**src/rtl/psk_symbol_framer.sv**
```systemverilog
// BPSK preamble + payload serializer feeding the PSK modulator symbol FIFO.
// Optional payload scrambler (x^7+x^4+1, seed 7'h7F) enabled by PSK_FRAMER_SCRAMBLE_EN.
//
// state | meaning
// IDLE  | waiting for in_tvalid to start a frame
// PRE   | sending preamble symbols, MSB first, tuser=1
// LOAD  | in_tready=1, waiting for the next payload byte
// PAY   | serializing the held byte, 8 (BPSK) or 4 (QPSK) symbols
module psk_symbol_framer #(
    parameter int          PAYLOAD_BYTES = 8,
    parameter int          PREAMBLE_BITS = 16,
    parameter logic [31:0] PREAMBLE      = 32'h0000_E2B4
) (
    input  logic       clk_16M384,
    input  logic       rst_16M384,
    input  logic       cfg_is_bpsk,
    input  logic [7:0] in_tdata,
    input  logic       in_tvalid,
    output logic       in_tready,
    output logic [7:0] sym_tdata,
    output logic       sym_tvalid,
    input  logic       sym_tready,
    output logic       sym_tlast,
    output logic       sym_tuser,
    output logic       frame_busy
);

    localparam logic [1:0] ST_IDLE = 2'd0;
    localparam logic [1:0] ST_PRE  = 2'd1;
    localparam logic [1:0] ST_LOAD = 2'd2;
    localparam logic [1:0] ST_PAY  = 2'd3;

    // Preamble left-aligned so bit 31 is always the first symbol sent.
    localparam logic [31:0] PRE_ALIGNED = 32'(PREAMBLE << (32 - PREAMBLE_BITS));
    localparam logic [4:0]  PRE_LAST    = 5'(PREAMBLE_BITS - 1);
    localparam logic [7:0]  LAST_BYTE   = 8'(PAYLOAD_BYTES);

    logic [1:0] state;
    logic       mode;
    logic [4:0] pre_cnt;
    logic [7:0] byte_cnt;
    logic [2:0] sym_cnt;
    logic [7:0] shreg;

    logic       handshake;
    logic       pay_present;
    logic       final_byte;
    logic [2:0] last_idx;
    logic [2:0] next_idx;
    logic [1:0] ks;
    logic [1:0] pay_bits;

    assign handshake  = sym_tvalid && sym_tready;
    assign in_tready  = (state == ST_LOAD);
    assign frame_busy = (state != ST_IDLE);
    assign last_idx   = mode ? 3'd7 : 3'd3;
    assign next_idx   = sym_tvalid ? sym_cnt + 3'd1 : 3'd0;
    assign final_byte = (byte_cnt == LAST_BYTE);
    // First symbol of a byte is presented on PAY entry; later ones on each handshake.
    assign pay_present = (state == ST_PAY) &&
                         (!sym_tvalid || (handshake && sym_cnt != last_idx));

`ifdef PSK_FRAMER_SCRAMBLE_EN
    logic [6:0] lfsr;
    logic [6:0] lfsr_1;
    logic [6:0] lfsr_2;

    always_comb begin
        lfsr_1 = {lfsr[5:0], lfsr[6] ^ lfsr[3]};
        lfsr_2 = {lfsr_1[5:0], lfsr_1[6] ^ lfsr_1[3]};
        ks     = {lfsr[6], lfsr_1[6]};
    end

    always_ff @(posedge clk_16M384 or posedge rst_16M384) begin
        if (rst_16M384) begin
            lfsr <= 7'h7F;
        end else if (state == ST_IDLE && in_tvalid) begin
            lfsr <= 7'h7F;
        end else if (pay_present) begin
            lfsr <= mode ? lfsr_1 : lfsr_2;
        end
    end
`else
    assign ks = 2'b00;
`endif

    always_comb begin
        pay_bits = 2'b00;
        if (mode) begin
            pay_bits = {shreg[7] ^ ks[1], 1'b0};
        end else begin
            pay_bits = {shreg[7] ^ ks[1], shreg[6] ^ ks[0]};
        end
    end

    always_ff @(posedge clk_16M384 or posedge rst_16M384) begin
        if (rst_16M384) begin
            state      <= ST_IDLE;
            mode       <= 1'b0;
            pre_cnt    <= 5'd0;
            byte_cnt   <= 8'd0;
            sym_cnt    <= 3'd0;
            shreg      <= 8'd0;
            sym_tvalid <= 1'b0;
            sym_tdata  <= 8'd0;
            sym_tuser  <= 1'b0;
            sym_tlast  <= 1'b0;
        end else begin
            case (state)
                ST_IDLE: begin
                    if (in_tvalid) begin
                        mode       <= cfg_is_bpsk;
                        pre_cnt    <= 5'd0;
                        byte_cnt   <= 8'd0;
                        sym_cnt    <= 3'd0;
                        sym_tvalid <= 1'b1;
                        sym_tdata  <= {6'b0, PRE_ALIGNED[31], 1'b0};
                        sym_tuser  <= 1'b1;
                        sym_tlast  <= 1'b0;
                        state      <= ST_PRE;
                    end
                end
                ST_PRE: begin
                    if (handshake) begin
                        if (pre_cnt == PRE_LAST) begin
                            sym_tvalid <= 1'b0;
                            state      <= ST_LOAD;
                        end else begin
                            pre_cnt   <= pre_cnt + 5'd1;
                            sym_tdata <= {6'b0, PRE_ALIGNED[5'd30 - pre_cnt], 1'b0};
                        end
                    end
                end
                ST_LOAD: begin
                    if (in_tvalid) begin
                        shreg    <= in_tdata;
                        byte_cnt <= byte_cnt + 8'd1;
                        state    <= ST_PAY;
                    end
                end
                default: begin
                    if (pay_present) begin
                        sym_tvalid <= 1'b1;
                        sym_tdata  <= {6'b0, pay_bits};
                        sym_tuser  <= mode;
                        sym_tlast  <= final_byte && (next_idx == last_idx);
                        sym_cnt    <= next_idx;
                        shreg      <= mode ? {shreg[6:0], 1'b0} : {shreg[5:0], 2'b00};
                    end else if (handshake) begin
                        sym_tvalid <= 1'b0;
                        sym_tlast  <= 1'b0;
                        state      <= final_byte ? ST_IDLE : ST_LOAD;
                    end
                end
            endcase
        end
    end

endmodule
```
**config.mk**
```make
export PLATFORM = sky130hd
export DESIGN_NAME = psk_symbol_framer
export DESIGN_NICKNAME = d
export VERILOG_FILES = /design/src/rtl/psk_symbol_framer.sv
export SDC_FILE = /design/constraint.sdc
export NUM_CORES = 1
export LEC_CHECK = 0
export ABC_CLOCK_PERIOD_IN_PS = 2600
export BUFFER_PORTS_ARGS = -buffer_cell sky130_fd_sc_hd__buf_2
export CAP_MARGIN = 15
export CORE_MARGIN = 3
export CORE_UTILIZATION = 58
export CTS_CLUSTER_SIZE = 10
export DETAILED_ROUTE_END_ITERATION = 10
export PLACE_DENSITY = 0.77
export SYNTH_ARGS = -nofsm -noshare
export SYNTH_HDL_FRONTEND = slang
export SYNTH_SLANG_ARGS = --single-unit
```
**constraint.sdc**
```tcl
create_clock -name clk_16M384 -period 2.6 [get_ports clk_16M384]
set_input_delay 0.26 -clock clk_16M384 [delete_from_list [all_inputs] [get_ports clk_16M384]]
set_output_delay 0.26 -clock clk_16M384 [all_outputs]
set_load 0.01 [all_outputs]
```
==> reports/results.tsv <==
stage	metric	value	unit
outcome	status	finished, final reports clean	
cts	cts_root_buf	clkbuf_4	
finish	fillCellCount	301	
sta	final.period_utilization	82.49	%
pwr	p_seq_share	33.1	%
synth	syn_inst	230	
global_routing	grt_antenna_before_repair	0	
floorplan	die_h	66.45	um
synth	synth_ff_type	dfrtp_1	
cts	cts_tree	built	
setup_path	cp-end-kind	flop	
routing	drt-pass1-iter-count	4	
finish	finalNetCount	274	
finish	final_layout_size_suffix_gt1_share	16.00	%
sta	worstMarginPinSlew	0.5723	ns
synth	synth_top_cell_by_area	dfrtp_1	
synth	synth_area_leaders	dfrtp_1 (38%), ha_1 (7.1%), mux2i_1 (5.2%), o21ai_0 (4.7%), nand2_1 (4.1%)	
synth	synth_edf_count	0	
setup_path	crit_end	pre_cnt[2]	
setup_path	startpoint	pre_cnt[1]	
cts	cts.clk_slew.worst_paths	0.09	ns
global_routing	grt_max_degree	33	
pwr	p_switching	1.132	mW
routing	vias	1679	
cts	clkLatencyLatePin	0.31	ns
routing	viasPerCell	5.672	
sta	finalMaxSlewViolations	0	
floorplan	core_region_area	3416	um^2
sta	rsz0062_at_grt	false	
setup_path	r2r-end	pre_cnt[2]	
min_path	hold_path_class	in -> async	
pwr	power.density	1121	nW/um^2
routing	drc	0	
synth	synthesis.area	2120	um^2
floorplan	start_util	62.05	%
setup_path	worst-r2r-setup-slack	0.46	ns
sta	hold_viol	0	
pwr	pwr-share-comb	55.5	%
setup_path	startpoint_type	flop	
pwr	switching_share	44.01	%
global_routing	grt_pass1_wl	7293	um
cts	post_cts_buffers	0	
floorplan	ios	26	
setup_path	ff2ff_path_depth	6	
synth	netlist_top_cells_count	dfrtp_1 (32), nand2_1 (23), o21ai_0 (20)	
global_routing	grtUsageMet2	34.32	%
pwr	power.leakage	1.070	nW
finish	syn_to_final_growth	8.264	%
cts	cts_max_level	2	
setup_path	required	2.86	ns
synth	synth_top_area_share	37.78	%
routing	first_iter_violations	105	
sta	fin_setup_tns	0	ns
sta	period_needed	2.145	ns
floorplan	rows	21	
setup_path	rr_startpoint	pre_cnt[1]	
synth	synth_seq_cells	32	
pwr	ir_worst_vdd	0.8579	mV
place	post-place-ws	0.4864	ns
place	gp_routability_congestion	0.8229	
setup_path	crit_fanout	6	
synth	yosysSeqAreaShare	37.78	%
finish	antenna_cells	0	
routing	wirelength	4260	um
cts	cts_buffers	5	
sta	layout_setup_ws	0.4553	ns
floorplan	die_width	66.45	um
global_routing	grt_use_met1	29.87	%
floorplan	die-area	4416	um^2
routing	wl_per_cell	14.39	um
setup_path	worstSetupPathType	reg -> reg	
setup_path	arrival	2.40	ns
sta	max_freq	466.3	MHz
global_routing	overflow	0	
routing	ant_nets	0	
cts	clock_path_buffers	2	
cts	cts_resized	0	
pwr	p_clk_share	11.4	%
global_routing	gr-max-usage-layer	met2	
synth	synth_cell_types	56	
synth	ys_async_sr_fraction	100.0	%
global_routing	grt_pass1_vias	1586	
global_routing	grt_usage	21.25	%
sta	slew-limit-headroom	61.59	%
place	port_buffers	19	
place	place_hpwl	3136	um
pwr	internal-power	1.441	mW
cts	numClockSinks	32	
synth	syn_area_per_cell	9.215	um^2
synth	synth.most_common_cell	dfrtp_1	
sta	clock_skew	0.004017	ns
global_routing	grt_use_met3	4.553	%
synth	yosysWarnings	0	
cts	cts_hold_buf	0	
job	cap_violations	0	
sta	setup_viol	0	
## stage by stage
stage          instances  area [um^2]  hold slack, ns  util (%)  power [mW]
2_1_floorplan        235         2138          0.3762         -       1.939
3_3_place_gp         288         2236          0.3650     65.46       2.252
3_5_place_dp         288         2236          0.3643     65.46       2.279
4_1_cts              296         2295         0.01718     67.18       2.579
5_1_grt              296         2295         0.03443     67.18       2.801
6_report             296         2295        0.004918     67.18       2.573
## worst min path at each step
| stage | startpoint | to | slack [ns] | cells past startpoint |
|---|---|---|---|---|
| 5_1_grt | rst_16M384 | sym_tdata[1] | 0.03 | 3 |
| 6_report | rst_16M384 | sym_tdata[1] | 0.005 | 3 |
| 3_3_place_gp | rst_16M384 | sym_tdata[0] | 0.36 | 3 |
| 3_5_place_dp | rst_16M384 | sym_tdata[0] | 0.36 | 3 |
| 2_1_floorplan | rst_16M384 | byte_cnt[0] | 0.38 | 1 |
| 4_1_cts | rst_16M384 | sym_tdata[0] | 0.02 | 3 |
## logic make-up (layout without fill, tap and decap cells)
group,Yosys count,in the layout,share of synthesized area [%]
and+or+nand+nor,66,66,16.29
buffers and inverters,34,49,7.202
DFF,32,32,37.78
other,1,6,0.1769
AOI/OAI and AO/OA,62,62,20.31
adders and majority gates,12,12,7.084
muxes,15,15,7.497
xor gates and xnor gates,8,8,3.660
## placed cells by master (no fill, tap or decap), drive strengths merged, types with 3 or more instances in the layout
| master | Yosys | layout |
|---|---|---|
| mux2i | 11 | 11 |
| nor2b | 5 | 5 |
| conb | 1 | 6 |
| xor2 | 4 | 4 |
| a21oi | 7 | 7 |
| xnor2 | 4 | 4 |
| inv | 18 | 18 |
| clkbuf | 7 | 8 |
| nand2 | 23 | 23 |
| o21ai | 21 | 21 |
| nor3b | 4 | 4 |
| ha | 12 | 12 |
| nor2 | 10 | 10 |
| buf | 9 | 23 |
| and3 | 3 | 3 |
| a22o | 7 | 7 |
| nor3 | 4 | 4 |
| nand4 | 4 | 4 |
| dfrtp | 32 | 32 |
| mux2 | 4 | 4 |
## layout make-up
class	instances	area (um^2)	area share, %
inverter	18	67.56	2.944
sequential	32	800.8	34.90
multi-input combinational	169	1185	51.64
timing repair buffer	23	125.1	5.453
tap	46	57.56	2.508
clock buffer	8	58.81	2.563
## layer usage
metal | vias up | share of wire [%]
met5 | - | 0
met4 | 0 | 0.31
met3 | 2 | 3.5
met2 | 35 | 48
met1 | 800 | 48
li1 | 842 | -
## flip-flops by register name, summed over array words and instances (netlist names)
signal and count:
byte_cnt 8, mode 1, shreg 8, sym_tlast 1, sym_tdata 2, pre_cnt 5
sym_cnt 3, state 2, sym_tuser 1, sym_tvalid 1
## critical path: stages, from the launching register on
cell,delay (ns)
dfrtp_1,0.46
ha_1,0.24
and3_1,0.19
ha_1,0.19
or4_1,0.61
nor3b_1,0.28
a21o_1,0.12
## power groups by stage
stage	logic, mW	clock network (mW)	registers [mW]
6_report	1.43	0.294	0.852
5_1_grt	1.59	0.327	0.881
4_1_cts	1.43	0.301	0.851
3_5_place_dp	1.42	0	0.859
3_3_place_gp	1.40	0	0.853
2_1_floorplan	1.12	0	0.820
(Power assumes the default switching activity.)
